`config.mk`:
```
export PLATFORM = sky130hd
export DESIGN_NAME = instruction_fetch
export DESIGN_NICKNAME = d
export VERILOG_FILES = /design/src/rtl/instruction_fetch.sv
export SDC_FILE = /design/constraint.sdc
export NUM_CORES = 1
export LEC_CHECK = 0
export CAP_MARGIN = 30
export CORE_UTILIZATION = 45
export DETAILED_ROUTE_END_ITERATION = 8
export DONT_BUFFER_PORTS = 1
export PLACE_DENSITY = 0.63
export SLEW_MARGIN = 40
export SYNTH_ARGS = -nofsm -noshare
export SYNTH_HDL_FRONTEND = slang
export SYNTH_SLANG_ARGS = --single-unit
```
`constraint.sdc`:
```
create_clock -name clk -period 3.1 [get_ports clk]
set_clock_uncertainty 0.2 [all_clocks]
set_input_delay 0.62 -clock clk [delete_from_list [all_inputs] [get_ports clk]]
set_output_delay 0.62 -clock clk [all_outputs]
set_load 0.02 [all_outputs]
```
`src/rtl/instruction_fetch.sv`:
```
// -----------------------------------------------------------------------------
// instruction_fetch
//
// Fetch front end. Holds the program counter, drives the instruction memory's
// combinational read port with it, and buffers fetched {instruction, PC} pairs
// in a small circular FIFO that decode drains through a valid/ready handshake.
// A redirect from branch/jump resolution flushes the buffer and restarts fetch
// at the target address.
//
// Parameters
//   INIT_PC         PC loaded at reset
//   DEPTH           fetch-buffer entries (power of two, >= 2)
//
// Ports
//   clk             system clock, rising edge
//   rst_n           asynchronous active-low reset
//   fetch_en        fetch enable; low freezes the PC while the buffer drains
//   imem_addr       fetch address (combinational copy of the PC)
//   imem_instr      instruction word returned combinationally for imem_addr
//   out_valid       buffer head holds a valid entry
//   out_ready       decode accepts the head this cycle
//   out_instr       head instruction (registered)
//   out_pc          PC of the head instruction (registered)
//   redirect_valid  one-cycle redirect request
//   redirect_pc     redirect target
//   occupancy       number of buffered entries
//   fault           sticky misaligned-redirect flag   (FETCH_ALIGN_CHECK_EN)
//   fault_pc        offending redirect target         (FETCH_ALIGN_CHECK_EN)
//
// Build option
//   FETCH_ALIGN_CHECK_EN  when defined, a redirect to a non word-aligned target
//                         raises a sticky fault that stops all fetching until
//                         reset. When undefined, the target is silently forced
//                         to word alignment and fetch continues.
// -----------------------------------------------------------------------------
module instruction_fetch #(
    parameter logic [31:0] INIT_PC = 32'h0000_3000,
    parameter int unsigned DEPTH   = 2
) (
    input  logic                     clk,
    input  logic                     rst_n,
    input  logic                     fetch_en,
    output logic [31:0]              imem_addr,
    input  logic [31:0]              imem_instr,
    output logic                     out_valid,
    input  logic                     out_ready,
    output logic [31:0]              out_instr,
    output logic [31:0]              out_pc,
    input  logic                     redirect_valid,
    input  logic [31:0]              redirect_pc,
    output logic [$clog2(DEPTH):0]   occupancy
`ifdef FETCH_ALIGN_CHECK_EN
    ,
    output logic                     fault,
    output logic [31:0]              fault_pc
`endif
);

    localparam int unsigned PTR_W = $clog2(DEPTH);
    localparam int unsigned CNT_W = PTR_W + 1;

    // -------------------------------------------------------------------------
    // State
    // -------------------------------------------------------------------------
    logic [31:0]      pc_q,     pc_d;
    logic [PTR_W-1:0] rd_ptr_q, rd_ptr_d;
    logic [PTR_W-1:0] wr_ptr_q, wr_ptr_d;
    logic [CNT_W-1:0] count_q,  count_d;
    logic [31:0]      head_instr_q, head_instr_d;
    logic [31:0]      head_pc_q,    head_pc_d;

    logic [31:0]      instr_mem_q [DEPTH];
    logic [31:0]      pc_mem_q    [DEPTH];

    logic             fault_blk;        // fetch halted by a latched fault
    logic             redirect_take;    // redirect that actually takes effect
    logic [31:0]      redirect_target;
    logic             deq;
    logic             enq;

    // -------------------------------------------------------------------------
    // Alignment handling
    // -------------------------------------------------------------------------
`ifdef FETCH_ALIGN_CHECK_EN
    logic        fault_q;
    logic [31:0] fault_pc_q;

    assign fault_blk       = fault_q;
    // A misaligned target is loaded as-is; the fault stops fetch anyway.
    assign redirect_target = redirect_pc;
    assign fault           = fault_q;
    assign fault_pc        = fault_pc_q;

    always_ff @(posedge clk or negedge rst_n) begin
        if (!rst_n) begin
            fault_q    <= 1'b0;
            fault_pc_q <= 32'h0;
        end else if (redirect_take && (redirect_pc[1:0] != 2'b00)) begin
            fault_q    <= 1'b1;
            fault_pc_q <= redirect_pc;
        end
    end
`else
    logic unused_redirect_lsbs;

    assign fault_blk            = 1'b0;
    assign redirect_target      = {redirect_pc[31:2], 2'b00};
    assign unused_redirect_lsbs = ^redirect_pc[1:0];
`endif

    // -------------------------------------------------------------------------
    // Handshake and enqueue decision
    // -------------------------------------------------------------------------
    // Once a fault is latched, further redirects are ignored entirely.
    assign redirect_take = redirect_valid && !fault_blk;

    assign deq = out_valid && out_ready;
    // A full buffer can still accept when the head leaves in the same cycle.
    assign enq = fetch_en && !redirect_valid && !fault_blk &&
                 ((count_q < CNT_W'(DEPTH)) || deq);

    // -------------------------------------------------------------------------
    // Next-state logic
    // -------------------------------------------------------------------------
    // NOTE: every signal assigned in an always_comb gets a default at the top
    // of the block so no path leaves it unassigned and infers a latch.
    always_comb begin
        pc_d     = pc_q;
        rd_ptr_d = rd_ptr_q;
        wr_ptr_d = wr_ptr_q;
        count_d  = count_q;

        if (redirect_take) begin
            // A same-cycle deq is consumed by decode but needs no bookkeeping:
            // the whole buffer is discarded.
            pc_d     = redirect_target;
            rd_ptr_d = '0;
            wr_ptr_d = '0;
            count_d  = '0;
        end else begin
            if (deq) begin
                rd_ptr_d = rd_ptr_q + PTR_W'(1);
            end
            if (enq) begin
                wr_ptr_d = wr_ptr_q + PTR_W'(1);
                pc_d     = pc_q + 32'd4;   // wraps modulo 2^32
            end
            count_d = count_q + CNT_W'(enq) - CNT_W'(deq);
        end
    end

    // The head is kept in dedicated registers so out_* come straight from
    // flops. The next head is the entry at rd_ptr_d, unless that slot is the
    // one being written this cycle (buffer empty or draining its last entry),
    // in which case the incoming word is forwarded into the head register.
    always_comb begin
        head_instr_d = instr_mem_q[rd_ptr_d];
        head_pc_d    = pc_mem_q[rd_ptr_d];
        if (enq && (wr_ptr_q == rd_ptr_d)) begin
            head_instr_d = imem_instr;
            head_pc_d    = pc_q;
        end
    end

    // -------------------------------------------------------------------------
    // Registers
    // -------------------------------------------------------------------------
    // NOTE: sequential state is updated with non-blocking assignments so all
    // flops sample their inputs from the same pre-edge values.
    always_ff @(posedge clk or negedge rst_n) begin
        if (!rst_n) begin
            pc_q         <= INIT_PC;
            rd_ptr_q     <= '0;
            wr_ptr_q     <= '0;
            count_q      <= '0;
            head_instr_q <= 32'h0;
            head_pc_q    <= 32'h0;
        end else begin
            pc_q         <= pc_d;
            rd_ptr_q     <= rd_ptr_d;
            wr_ptr_q     <= wr_ptr_d;
            count_q      <= count_d;
            head_instr_q <= head_instr_d;
            head_pc_q    <= head_pc_d;
        end
    end

    // NOTE: buffer storage carries no reset; validity is tracked by count_q
    // alone, so clearing the array would only add reset fan-out.
    always_ff @(posedge clk) begin
        if (enq) begin
            instr_mem_q[wr_ptr_q] <= imem_instr;
            pc_mem_q[wr_ptr_q]    <= pc_q;
        end
    end

    // -------------------------------------------------------------------------
    // Outputs
    // -------------------------------------------------------------------------
    assign imem_addr = pc_q;
    assign out_valid = (count_q != '0);
    assign occupancy = count_q;
    assign out_instr = head_instr_q;
    assign out_pc    = head_pc_q;

endmodule
```
Word level (Yosys, flattened, before mapping)
Memories as Yosys holds them, arrays and structs flattened. A register that Yosys moved wholly into a read port is not among the register bits.
Index checks and enable logic that the tools add are counted.
W data, S select, Z words.

storage, ports and cells
  input bits = 69
  output and inout port bits = 99
  memories = 2
  register bits after elaboration = 36
  word-level logic and storage cells = 30
  memory bits (writable) = 128

operators by class
  reductions and logical operators = 9
  add/subtract/negate cells = 5
  magnitude comparators = 1
  muxes and demuxes = 9

memory list
  memory       depth  bits a word  rd ports  clocked after Yosys merged registers in  write ports  RTL line  RTL
  instr_mem_q  2      32           1         1                                        1            72        logic [31:0] instr_mem_q [DEPTH];
  pc_mem_q     2      32           1         1                                        1            73        logic [31:0] pc_mem_q [DEPTH];

operators by type and width
  cell                     count
  $mux W32                 2
  $add A32 B3 Y32 const B  1
  $mux W1                  6
  $reduce_bool A2 Y1       2
  $logic_and A1 B1 Y1      3
  $logic_not A1 Y1         3
  $add A1 B1 Y1 const B    2
  $add A2 B1 Y2            1
  $lt A2 B2 Y1 const B     1
  $mux W2                  1
  $sub A2 B1 Y2            1
  $logic_or A1 B1 Y1       1

Depth between registers and ports, before layout
  depth after elaboration = 7
  depth in mapped cells = 8
  depth with buffers taken out = 8

Worst setup path after synthesis
Ideal clock, no wire load.

  kind = in2reg
  start = input redirect_valid
  end = memory instr_mem_q[0][0], enable pin
  stages = 3
  setup time = 416 ps
  arrival = 2607 ps
  slack = -123 ps
  data required time = 2484 ps
  path buffers = 1
  path through = clkbuf_1 > or4_1 > inv_1

between the ends
  cells in the longest elaborated chain, start to end = 5

RTL lines
  element                           RTL line  RTL
  from (decl)                       49        input logic redirect_valid,
  $logic_not A1 Y1                  119       assign enq = fetch_en && !redirect_valid && !fault_blk &&
  $logic_and A1 B1 Y1 (2 in a row)  119
  $mux W1                           191       if (enq) begin
  $mux W1 (not written as such)     192       instr_mem_q[wr_ptr_q] <= imem_instr;
  to (decl)                         72

Every way passes these cells.

Worst setup path after layout
  start = register pc_q[3], in the netlist imem_addr[3]
  end = register pc_q[31], in the netlist imem_addr[31]

between the ends
  cells in the longest elaborated chain, start to end = 3

RTL lines
  element                 RTL line  RTL
  from (decl)             65        logic [31:0] pc_q, pc_d;
  from (signal assigned)  179       pc_q <= pc_d;
  $add A32 B3 Y32         146       pc_d = pc_q + 32'd4;
  $mux W32                144       if (enq) begin
  $mux W32                133       if (redirect_take) begin

Every way passes these cells. The select of a mux whose other input is x is not followed.
A chain may end at the register's enable or synchronous reset.

==> impl_metrics.ini <==
[critical_path]
cpPeakStageDelay_ns = 0.67
path_buf_inv = 0
cp-start-kind = flop
required_ns = 3.27
path_class = flop to flop
arrival_ns = 2.69
worst_setup_path_end_kind = flop
slowest_stage = or4b_4
cp_cell_sequence = nand2_1 > or4b_4 > nor4_1 > xor2_1 > mux2_2
critical-path-top-delay-family = simple AND/OR/NAND/NOR gates
crit_fanout = 12

[yosys]
async_flop_share = 0.436
synth_fa_ha_area_frac = 0.00440
yosysUniqueCellTypes = 34
synthTopCellsByArea = edfxtp_1 (44%), dfrtp_1 (28%), mux2i_1 (7.4%)
syn_area_um2 = 8540
synth-seq-area-share = 0.718
synthCells = 618
synth_top_area_share = 0.436
synth_top_family_by_area = simple AND/OR/NAND/NOR gates
ys_ff_latch = 220
syn_area_per_cell_um2 = 13.8
synth_ff_type = edfxtp_1
synth_commonest_cells = edfxtp_1 (124), nand2_1 (102), dfrtp_1 (94)
synth_edf_count = 124
synth_compound_area_frac = 0.0542
yosysMostFrequentCell = edfxtp_1
synth_area_leader_cell = edfxtp_1
synth-simple-area-share = 0.0863
synth_mux_area_frac = 0.0791
yosysWarnings = 0
synth_xor_area_frac = 0.0328

[cts]
numCtsBuffers = 23
cts.clk_slew.worst_paths_ns = 0.06
clk_latency_ns = 0.49
cts.sinks = 220
h-tree-depth = 1
root_buffer = clkbuf_16
cts_tree = yes
clk_path_buf_depth = 3

[pwr]
power_density_nw_per_um2 = 799
p_comb_frac = 0.117
switching_share = 0.286
power_frac_seq = 0.536
pwr-share-clk = 0.347
switching_power_mw = 2.27
peakVddDrop_mv = 0.399
power.internal_mw = 5.67
p_leak_nw = 3.54

[finish]
nNetsFinal = 727
num_antenna_cells = 0
syn_to_final_growth_pct = 16.3
drive_gt1_frac = 0.0879

[floorplan]
rows = 50
coreArea_um2 = 18600
die-width_um = 140
initial_utilization = 0.458
ios = 168
die_h_um = 140
dieArea_um2 = 19500

[flow_run]
drv_cap = 0

[route]
via_per_inst = 5.31
antenna_left = 0
vias = 4809
wire_per_inst_um = 19.0
drc = 0
routed_wl_um = 17200
drt_iter0_drc = 235
first_pass_iters = 4

[timing]
setup_tns_ns = 0
tightest_slew_ns = 0.515
max_slew_margin = 0.656
setup_viol_count_final = 0
setup_ws_ns = 0.580
period_minus_slack_ns = 2.52
hold_viol_final = 0
max_freq_mhz = 397
drv_slew = 0
grt_setup_unrepaired = no
fin_crit_sh = 0.813

[global_routing]
antenna_found_initial = 1
grt_usage = 0.176
grt_pass1_vias = 4919
grt_pass1_wl_um = 26900
grt_overflow = 0
grt_max_degree = 105

[hold_path]
hold_class = primary input to flop

[place]
pre_cts_slack_ns = 0.599
hpwl_um = 10100
gp_congestion = 0.782
io_buffers = 0

[outcome]
status = finished clean
-- cell type report --
cell class | instances | area, um^2
Fill cell | 1567 | 8710
Clock inverter | 6 | 82.6
Clock buffer | 35 | 692
Sequential cell | 220 | 6130
Inverter | 10 | 41.3
Tap cell | 234 | 293
Timing Repair Buffer | 42 | 480
Multi-Input combinational cell | 358 | 2210
-- worst register-to-register path, delay by kind of cell (launching register included) --
| kind | cells | cell delay (ns) |
|---|---|---|
| muxes | 1 | 0.27 |
| DFF | 1 | 0.61 |
| and+or+nand+nor | 3 | 1.21 |
| xor gates and xnor gates | 1 | 0.12 |
-- logic make-up after synthesis --
kind of cell	count (synthesis)
adders and majority gates	3
AOI/OAI and AO/OA	92
buffers and inverters	43
DFF	220
muxes	66
other	1
and+or+nand+nor	161
xor gates and xnor gates	32
-- per-stage QoR --
step	total power, mW	area, um^2	utilization	hold slack, ns	cells
2_1_floorplan	4.92	8550	-	0.124	621
6_report	7.93	9930	0.533	0.0236	905
3_5_place_dp	5.19	8850	0.475	0.127	835
5_1_grt	8.28	9930	0.533	0.000219	905
4_1_cts	8.01	9680	0.519	0.000193	880
3_3_place_gp	5.16	8850	0.475	0.127	835
-- path summary, 6_finish.rpt --
check | startpoint | slack, ns | cells past startpoint | endpoint
setup / recovery | imem_addr[3] | 0.58 | 5 | imem_addr[31]
hold / removal | imem_instr[19] | 0.02 | 0 | instr_mem_q[0][19]
setup reg to reg | imem_addr[3] | 0.58 | 5 | imem_addr[31]
hold reg to reg | instr_mem_q[0][25] | 0.32 | 2 | out_instr[25]
max in group asynchronous | rst_n | 1.74 | 2 | imem_addr[13]
min in group asynchronous | rst_n | 0.52 | 2 | out_instr[15]
-- metal layers --
metal	vias to the layer above	part of all wire	GRT usage
met4	2	0.013	0.0532
met5	-	0.00076	0
met1	2340	0.44	0.231
met3	21	0.088	0.0609
li1	2272	-	-
met2	174	0.46	0.277
-- sequential cells by signal (all words and copies together), names as in the netlist --
name         flops
imem_addr       30
instr_mem_q     64
occupancy        2
out_instr       32
out_pc          30
pc_mem_q        60
rd_ptr_q         1
wr_ptr_q         1
-- layout by cell type, fill, tap and decap left out, types with 2 or more instances in the layout --
master	instances
and3_1	3
and4_1	3
buf_12	6
buf_4	7
bufinv_16	2
clkbuf_1	6
clkbuf_16	24
clkbuf_8	5
clkinv_2	3
clkinvlp_4	2
conb_1	4
dfrtp_1	94
dfstp_2	2
dlygate4sd3_1	28
edfxtp_1	124
ha_1	3
inv_1	8
mux2i_1	63
nand2_1	102
nand3_1	7
nand4_1	7
nor2_1	9
nor2b_1	4
nor3_1	10
nor4_1	6
o21ai_0	65
o21ai_1	26
or4_1	3
xnor2_1	26
xor2_1	6
-- timing repair --
action,CTS,global route
gates resized for setup,0,0
buffers inserted,0,0
hold endpoints to repair,104,42
hold buffers,4,25
-- power groups by stage --
stage          Combinational [mW]  Sequential (mW)  Clock [mW]
2_1_floorplan               0.689             4.23           0
3_3_place_gp                0.855             4.30           0
3_5_place_dp                0.880             4.31           0
4_1_cts                     0.917             4.26        2.83
5_1_grt                      1.04             4.30        2.94
6_report                    0.925             4.25        2.75
Power figures use the tool's default switching activity.
